<file path="src/rtl/regfile_scoreboard.sv">
// Integer register file with two combinational read ports, one synchronous write port,
// a per-register busy scoreboard for hazard detection, and a sticky ECALL halt flag.

module regfile_scoreboard #(
    parameter int unsigned      XLEN     = 32,
    parameter int unsigned      NREG     = 32,
    parameter int unsigned      AW       = 5,
    parameter int unsigned      SP_IDX   = 2,
    parameter logic [XLEN-1:0]  SP_INIT  = XLEN'(32'h2ffc),
    parameter int unsigned      HALT_REG = 17,
    parameter int unsigned      HALT_VAL = 10,
    parameter int unsigned      BYPASS   = 1
) (
    input  logic            clk,
    input  logic            reset,
    input  logic [AW-1:0]   rs1,
    input  logic [AW-1:0]   rs2,
    output logic [XLEN-1:0] rs1_dout,
    output logic [XLEN-1:0] rs2_dout,
    output logic            rs1_busy,
    output logic            rs2_busy,
    input  logic [AW-1:0]   rd,
    input  logic [XLEN-1:0] rd_din,
    input  logic            write_enable,
    input  logic            issue_valid,
    input  logic [AW-1:0]   issue_rd,
    input  logic            is_ecall,
    output logic            is_halted
);

    localparam bit              BYP       = (BYPASS != 0);
    localparam logic [AW-1:0]   HALT_IDX  = AW'(HALT_REG);
    localparam logic [XLEN-1:0] HALT_WORD = XLEN'(HALT_VAL);

    typedef enum logic {
        S_RUN  = 1'b0,
        S_HALT = 1'b1
    } state_t;

    state_t          state_q;
    state_t          state_nxt;
    logic            halted;

    logic [XLEN-1:0] rf [NREG];
    logic [NREG-1:0] busy_q;
    logic [NREG-1:0] busy_nxt;

    logic            wr_en;
    logic            fwd1;
    logic            fwd2;
    logic            fwd_a7;
    logic [XLEN-1:0] a7_val;
    logic            halt_req;

    // Architectural write: x0 and a halted machine both drop the commit.
    assign wr_en = write_enable && (rd != '0) && !halted;

    // Same-cycle forwarding hits; never for x0, which reads as zero regardless.
    assign fwd1   = BYP && write_enable && (rd == rs1) && (rs1 != '0);
    assign fwd2   = BYP && write_enable && (rd == rs2) && (rs2 != '0);
    assign fwd_a7 = BYP && write_enable && (rd == HALT_IDX);

    always_comb begin
        rs1_dout = rf[rs1];
        if (rs1 == '0) begin
            rs1_dout = '0;
        end else if (fwd1) begin
            rs1_dout = rd_din;
        end
    end

    always_comb begin
        rs2_dout = rf[rs2];
        if (rs2 == '0) begin
            rs2_dout = '0;
        end else if (fwd2) begin
            rs2_dout = rd_din;
        end
    end

    // A producer committing this cycle no longer counts as outstanding when its data is forwarded.
    assign rs1_busy = busy_q[rs1] && !fwd1;
    assign rs2_busy = busy_q[rs2] && !fwd2;

    always_ff @(posedge clk) begin
        if (reset) begin
            for (int unsigned i = 0; i < NREG; i++) begin
                rf[AW'(i)] <= (i == SP_IDX) ? SP_INIT : '0;
            end
        end else if (wr_en) begin
            rf[rd] <= rd_din;
        end
    end

    // Issue sets after commit clears, so a new producer to the same index wins.
    always_comb begin
        busy_nxt = busy_q;
        if (!halted) begin
            if (write_enable && (rd != '0)) begin
                busy_nxt[rd] = 1'b0;
            end
            if (issue_valid && (issue_rd != '0)) begin
                busy_nxt[issue_rd] = 1'b1;
            end
        end
        busy_nxt[0] = 1'b0;
    end

    always_ff @(posedge clk) begin
        if (reset) begin
            busy_q <= '0;
        end else begin
            busy_q <= busy_nxt;
        end
    end

    // Halt compares the forwarded a7 value so a same-cycle write to a7 is honoured.
    assign a7_val   = (HALT_IDX == '0) ? '0 : (fwd_a7 ? rd_din : rf[HALT_IDX]);
    assign halt_req = is_ecall && (a7_val == HALT_WORD);

    always_ff @(posedge clk) begin
        if (reset) begin
            state_q <= S_RUN;
        end else begin
            state_q <= state_nxt;
        end
    end

    always_comb begin
        state_nxt = state_q;
        case (state_q)
            S_RUN:   if (halt_req) state_nxt = S_HALT;
            S_HALT:  state_nxt = S_HALT;
            default: state_nxt = S_RUN;
        endcase
    end

    always_comb begin
        halted    = 1'b0;
        is_halted = 1'b0;
        if (state_q == S_HALT) begin
            halted    = 1'b1;
            is_halted = 1'b1;
        end
    end

endmodule
</file>
<file path="config.mk">
export PLATFORM = sky130hd
export DESIGN_NAME = regfile_scoreboard
export DESIGN_NICKNAME = d
export VERILOG_FILES = /design/src/rtl/regfile_scoreboard.sv
export SDC_FILE = /design/constraint.sdc
export NUM_CORES = 2
export LEC_CHECK = 0
export ABC_AREA = 1
export BUFFER_PORTS_ARGS = -buffer_cell sky130_fd_sc_hd__buf_4
export CORE_ASPECT_RATIO = 1.2
export CORE_MARGIN = 5
export CORE_UTILIZATION = 30
export CTS_CLUSTER_SIZE = 40
export DETAILED_ROUTE_END_ITERATION = 8
export HOLD_SLACK_MARGIN = 0.06
export PLACE_DENSITY = 0.45
export SYNTH_ARGS = -nofsm -noshare
export SYNTH_HDL_FRONTEND = slang
export SYNTH_SLANG_ARGS = --single-unit
</file>
<file path="constraint.sdc">
create_clock -name clk -period 5.19 [get_ports clk]
set_clock_uncertainty 0.05 [all_clocks]
set_input_delay 1.2975 -clock clk [delete_from_list [all_inputs] [get_ports clk]]
set_output_delay 1.2975 -clock clk [all_outputs]
set_load 0.01 [all_outputs]
</file>
## After elaboration in Yosys (flattened, before gate mapping)

Memory sizes are Yosys's and may differ from the RTL's.
Cells that the tools add are included.

| storage, ports and cells | value |
|---|---|
| register bits | 33 |
| bits in writable memories | 1024 |
| bits of input ports | 57 |
| output and inout port bits | 67 |
| word-level logic and storage cells | 68 |
| memories kept | 1 |

Memory list:

| name | words | bits a word | rd ports | clocked after Yosys merged registers in | write ports | RTL line | source |
|---|---|---|---|---|---|---|---|
| rf | 32 | 32 | 3 | 0 | 32 | 44 | `logic [XLEN-1:0] rf [NREG];` |

| cells by class | value |
|---|---|
| $lt $le $gt $ge | 6 |
| equal/unequal tests | 4 |
| multiplexer cells | 27 |
| bitwise operators | 4 |
| reductions and logical operators | 23 |

Operators by type and width:

| kind | count |
|---|---|
| two-way mux 32 bit | 9 |
| AND 32 bit | 1 |
| equality test 32 x 4 -> 1 bit (second input constant) | 1 |
| NOT 32 bit | 1 |
| OR 32 bit | 1 |
| OR reduction 32 bit | 1 |
| < comparator 5 x 6 -> 1 bit (second input constant) | 4 |
| nonzero test 5 bit | 4 |
| logical AND 1 bit | 13 |
| two-way mux 1 bit | 12 |
| binary-select mux 1 bit (select 5 bit) | 2 |
| demux 1 bit (select 5 bit) | 2 |
| equality test 5 bit | 2 |
| greater-or-equal comparator 5 x 1 -> 1 bit (second input constant) | 2 |
| logical NOT 5 bit | 2 |
| equality test 5 bit (second input constant) | 1 |
| two-way mux 5 bit | 1 |
| logical NOT 1 bit | 3 |
| case mux 1 bit (2 select lines) | 1 |
| NOT 1 bit | 1 |

## Logic depth before layout (Yosys ltp)

| logic depth | value |
|---|---|
| depth in word-level cells | 10 |
| depth in mapped cells | 13 |
| depth with buffers taken out | 10 |

## Worst setup path before layout

Ideal clock, no wire load.

| timing | value |
|---|---|
| path kind | input port to output port |
| start | input rs2[1] |
| end | output rs2_dout[23] |
| arrival | 2.684 ns |
| data required time | 3.843 ns |
| path slack | 1.158 ns |
| stages on the path | 12 |
| path buffers | 3 |
| cell sequence | clkbuf_1 -> inv_2 -> clkbuf_1 -> clkbuf_1 -> nand3_1 -> nand3_1 -> nand2_1 -> nor2_1 -> nand2_1 -> nand3_1 -> nand2_1 -> inv_1 |

| on the way | value |
|---|---|
| longest elaborated chain between the ends | 5 |
| elaborated cells between the ends (all ways) | 8 |
| classes of those cells | eq/ne (1); mux (2); reduce/logical (4); memory (1) |

Ends and longest elaborated chain:

| what | RTL line | source |
|---|---|---|
| start: declaration | 17 | `input logic [AW-1:0] rs2,` |
| branches (longest 4 deep; another with memory read (32 x 32 bit)) | -- |  |
| two-way mux 32 bit * | 74 | `if (rs2 == '0) begin` |
| end: declaration | 19 | `output logic [XLEN-1:0] rs2_dout,` |

Mark *: on every way between the ends.

## Worst setup path after layout

| timing | value |
|---|---|
| start | input rs2[0] |
| end | output rs2_dout[11] |

The elaborated chain is that of the path after synthesis.

==> flow_metrics.py <==
metrics = {
    "status": {
        "status": "finished clean",
    },
    "clock_tree": {
        "holdBufCountCts": 0,
        "post_cts_resize_count": 0,
        "numCtsBuffers": 119,
        "cts_tree": "built",
        "number_of_sinks_on_the_clock_net": 1056,
        "clock_path_buffers": 3,
        "clock-root-buffer": "sky130_fd_sc_hd__clkbuf_16",
        "post-cts-setup-buffers": 0,
        "clkSlewWorstSetupHoldPaths_ns": 0.06,
        "htree_num_levels": 3,
        "clock_latency_ns": 0.76,
    },
    "placement": {
        "port_buffers": 123,
        "placement.setup.worst_slack_ns": 0.138,
        "detailed_place.area_um2": 68900,
        "detailed_place_hpwl_um": 183000,
        "globalplace.congestion": 0.926,
    },
    "global_route": {
        "first_global_vias": 57600,
        "grt_antenna_before_repair": 11,
        "pin_count_of_the_biggest_net_entering_global_routing": 93,
        "globalRoute.totalOverflow": 0,
        "grt_first_pass_wirelength_um": 415000,
        "globalRouteTotalUtil": 0.256,
    },
    "power_and_ir_drop": {
        "sequentialPowerShare": 0.446,
        "power_switching_mw": 6.54,
        "power.share.switching": 0.300,
        "p_comb_frac": 0.166,
        "leakagePower_nw": 34.2,
        "finalPower_mw": 21.8,
        "vdd_drop_max_mv": 0.290,
        "pwr_density_cell_nw_per_um2": 301,
        "power_frac_clock": 0.388,
        "p_int_mw": 15.3,
    },
    "critical_path": {
        "worst_r2r_path_depth": 6,
        "regToRegEndpoint": "rf[15][5]",
        "worst_r2r_startpoint": "state_q",
        "worst-path-max-fanout": 51,
        "worstSetupEndpointType": "output port",
        "r2r_setup_slack_ns": 2.10,
        "critPathLaunchType": "primary input",
        "worstPathRequired_ns": 3.84,
        "worst-endpoint-arrival_ns": 3.79,
        "timing_worst_setup_path_type": "in2out",
    },
    "die": {
        "floorplan.initialDensity": 0.302,
        "die-area_um2": 220000,
        "die-height_um": 513,
        "fp.dieW_um": 429,
        "core.rowCount": 184,
        "ports": 124,
        "design.core.area_um2": 210000,
    },
    "sta": {
        "fmax_ghz": 0.195,
        "worst_slew_margin_rel": 0.258,
        "fin_crit_period_ns": 5.14,
        "layout_worst_path_cycle_share": 0.990,
        "hold_viol": 0,
        "timing.final.setup_violations": 0,
        "grt_setup_unrepaired": "no",
        "max_slew.worst_pin.slew_ns": 1.11,
        "finalSetupTns_ns": 0,
        "timing.final.max_slew_violations": 0,
        "setup_slack_ns": 0.0535,
    },
    "route": {
        "via_count": 61100,
        "drt_pass1_iterations": 6,
        "antenna_violating_nets_post_route": 0,
        "route.detailed.vias_per_inst": 5.19,
        "route.detailed.drc": 0,
        "detail_route.wirelength_um": 293000,
        "drt-initial-drc-count": 7288,
        "avgRoutedWirePerCell_um": 24.9,
    },
    "yosys": {
        "synth_sequential_area_ratio": 0.497,
        "synth_warnings": 0,
        "synth_area_per_cell_um2": 7.08,
        "synth_cells": 8931,
        "postSynthRegisterBits": 1056,
        "syn-cell-area_um2": 63200,
        "synth.distinct_cells": 28,
    },
    "layout": {
        "finish.net_count": 8923,
        "layout.cells.most_common_list": "sky130_fd_sc_hd__nand2_1, sky130_fd_sc_hd__nor2_1, sky130_fd_sc_hd__nand3_1",
        "final_instance_area_um2": 72600,
        "layout_commonest_cell": "sky130_fd_sc_hd__nand2_1",
        "share_of_post_route_cells_with_drive_strength_above_1": 0.0771,
        "area_growth_pct": 14.9,
    },
    "hold_path": {
        "worstHoldEndpoint": "busy_q[18]",
        "holdPathStages": 2,
        "hold_path_class": "reg2reg",
        "min_from": "busy_q[18]",
    },
    "run": {
        "maxCapViolations": 0,
    },
}
==> worst max path at each step <==
stage | startpoint | depth (start not counted) | slack, ns | to
final | rs2[0] | 14 | 0.05 | rs2_dout[11]
after global routing | rs2[1] | 13 | 0.01 | rs2_dout[6]
after CTS | rs2[0] | 14 | 0.14 | rs2_dout[11]
after detailed placement | rs2[0] | 14 | 0.14 | rs2_dout[11]
after global placement | rs2[1] | 13 | 0.12 | rs2_dout[6]
after floorplan | rs2[1] | 12 | 1.16 | rs2_dout[23]
==> sequential cells by signal, indices dropped and copies added, names as in the netlist <==
| register | count |
|---|---|
| state_q | 1 |
| busy_q | 31 |
| rf | 1024 |
==> per-layer routing <==
metal  global-route usage  vias up  wire (um)
met5                    0        -         36
met4                0.128        6      16100
met1                0.336    29600     119000
met2                0.411     3056     134000
li1                     -    27700          -
met3               0.0407      691      24800
==> synthesized netlist by cell type (all sizes together) <==
| cell | count | share of area |
|---|---|---|
| a21oi | 14 | 0.0011 |
| o211ai | 4 | 0.00048 |
| nor2 | 1538 | 0.092 |
| nand2 | 2976 | 0.18 |
| nor3 | 13 | 0.0014 |
| xor2 | 1 | 0.00014 |
| dfxtp | 32 | 0.010 |
| nand3 | 1375 | 0.11 |
| edfxtp | 1024 | 0.49 |
| clkbuf | 562 | 0.033 |
| o21ai | 182 | 0.014 |
| buf | 96 | 0.0071 |
| inv | 1100 | 0.065 |
| nand4 | 6 | 0.00059 |
| nor4 | 1 | 0.000099 |
| conb | 1 | 0.000059 |
| clkinv | 6 | 0.00036 |
==> area by class of cell <==
class	count	area (um2)
Inverter	1106	4190
Clock buffer	150	3130
Sequential cell	1056	31400
Antenna cell	7	17.5
Tap cell	2790	3490
Fill cell	22200	137000
Clock inverter	69	608
Timing Repair Buffer	441	4380
Multi-Input combinational cell	6142	25400
==> power by group through the flow <==
stage               Combinational, mW  Sequential, mW  Clock (mW)
finish                           3.62            9.74        8.48
global route                     3.86            9.76        8.94
CTS                              3.58            9.74        8.59
detailed placement               3.57            9.92           0
global placement                 3.56            9.91           0
floorplan                        1.87            9.90           0
==> through the flow <==
step           std cells  hold WS (ns)   util
4_1_cts            11800         0.417  0.347
6_report           11800         0.416  0.347
3_3_place_gp       11500         0.405  0.329
3_5_place_dp       11500         0.410  0.329
5_1_grt            11800         0.437  0.347
2_1_floorplan       8962         0.394      -
==> critical path: stages <==
cell                      delay [ns]
sky130_fd_sc_hd__buf_8          0.14
sky130_fd_sc_hd__buf_12         0.19
sky130_fd_sc_hd__buf_4          0.57
sky130_fd_sc_hd__nand2_1        0.11
sky130_fd_sc_hd__nand3_1        0.12
sky130_fd_sc_hd__nand2_1        0.05
sky130_fd_sc_hd__nand2_1        0.06
sky130_fd_sc_hd__nand3_1        0.12
sky130_fd_sc_hd__nand2_1        0.20
sky130_fd_sc_hd__nand3_1        0.27
sky130_fd_sc_hd__nand2_1        0.32
sky130_fd_sc_hd__buf_12         0.14
sky130_fd_sc_hd__inv_1          0.03
sky130_fd_sc_hd__buf_4          0.13
==> cells by family (layout without fill, tap and decap cells) <==
group / count (synthesis) / count (layout) / synth area share
simple gates: 5909 / 5909 / 0.381
buf+inv: 1764 / 1766 / 0.106
flops: 1056 / 1056 / 0.497
compound gates: 200 / 200 / 0.0160
other cells: 1 / 39 / 0.0000593
xor+xnor: 1 / 1 / 0.000139
Power figures use the tool's default switching activity.
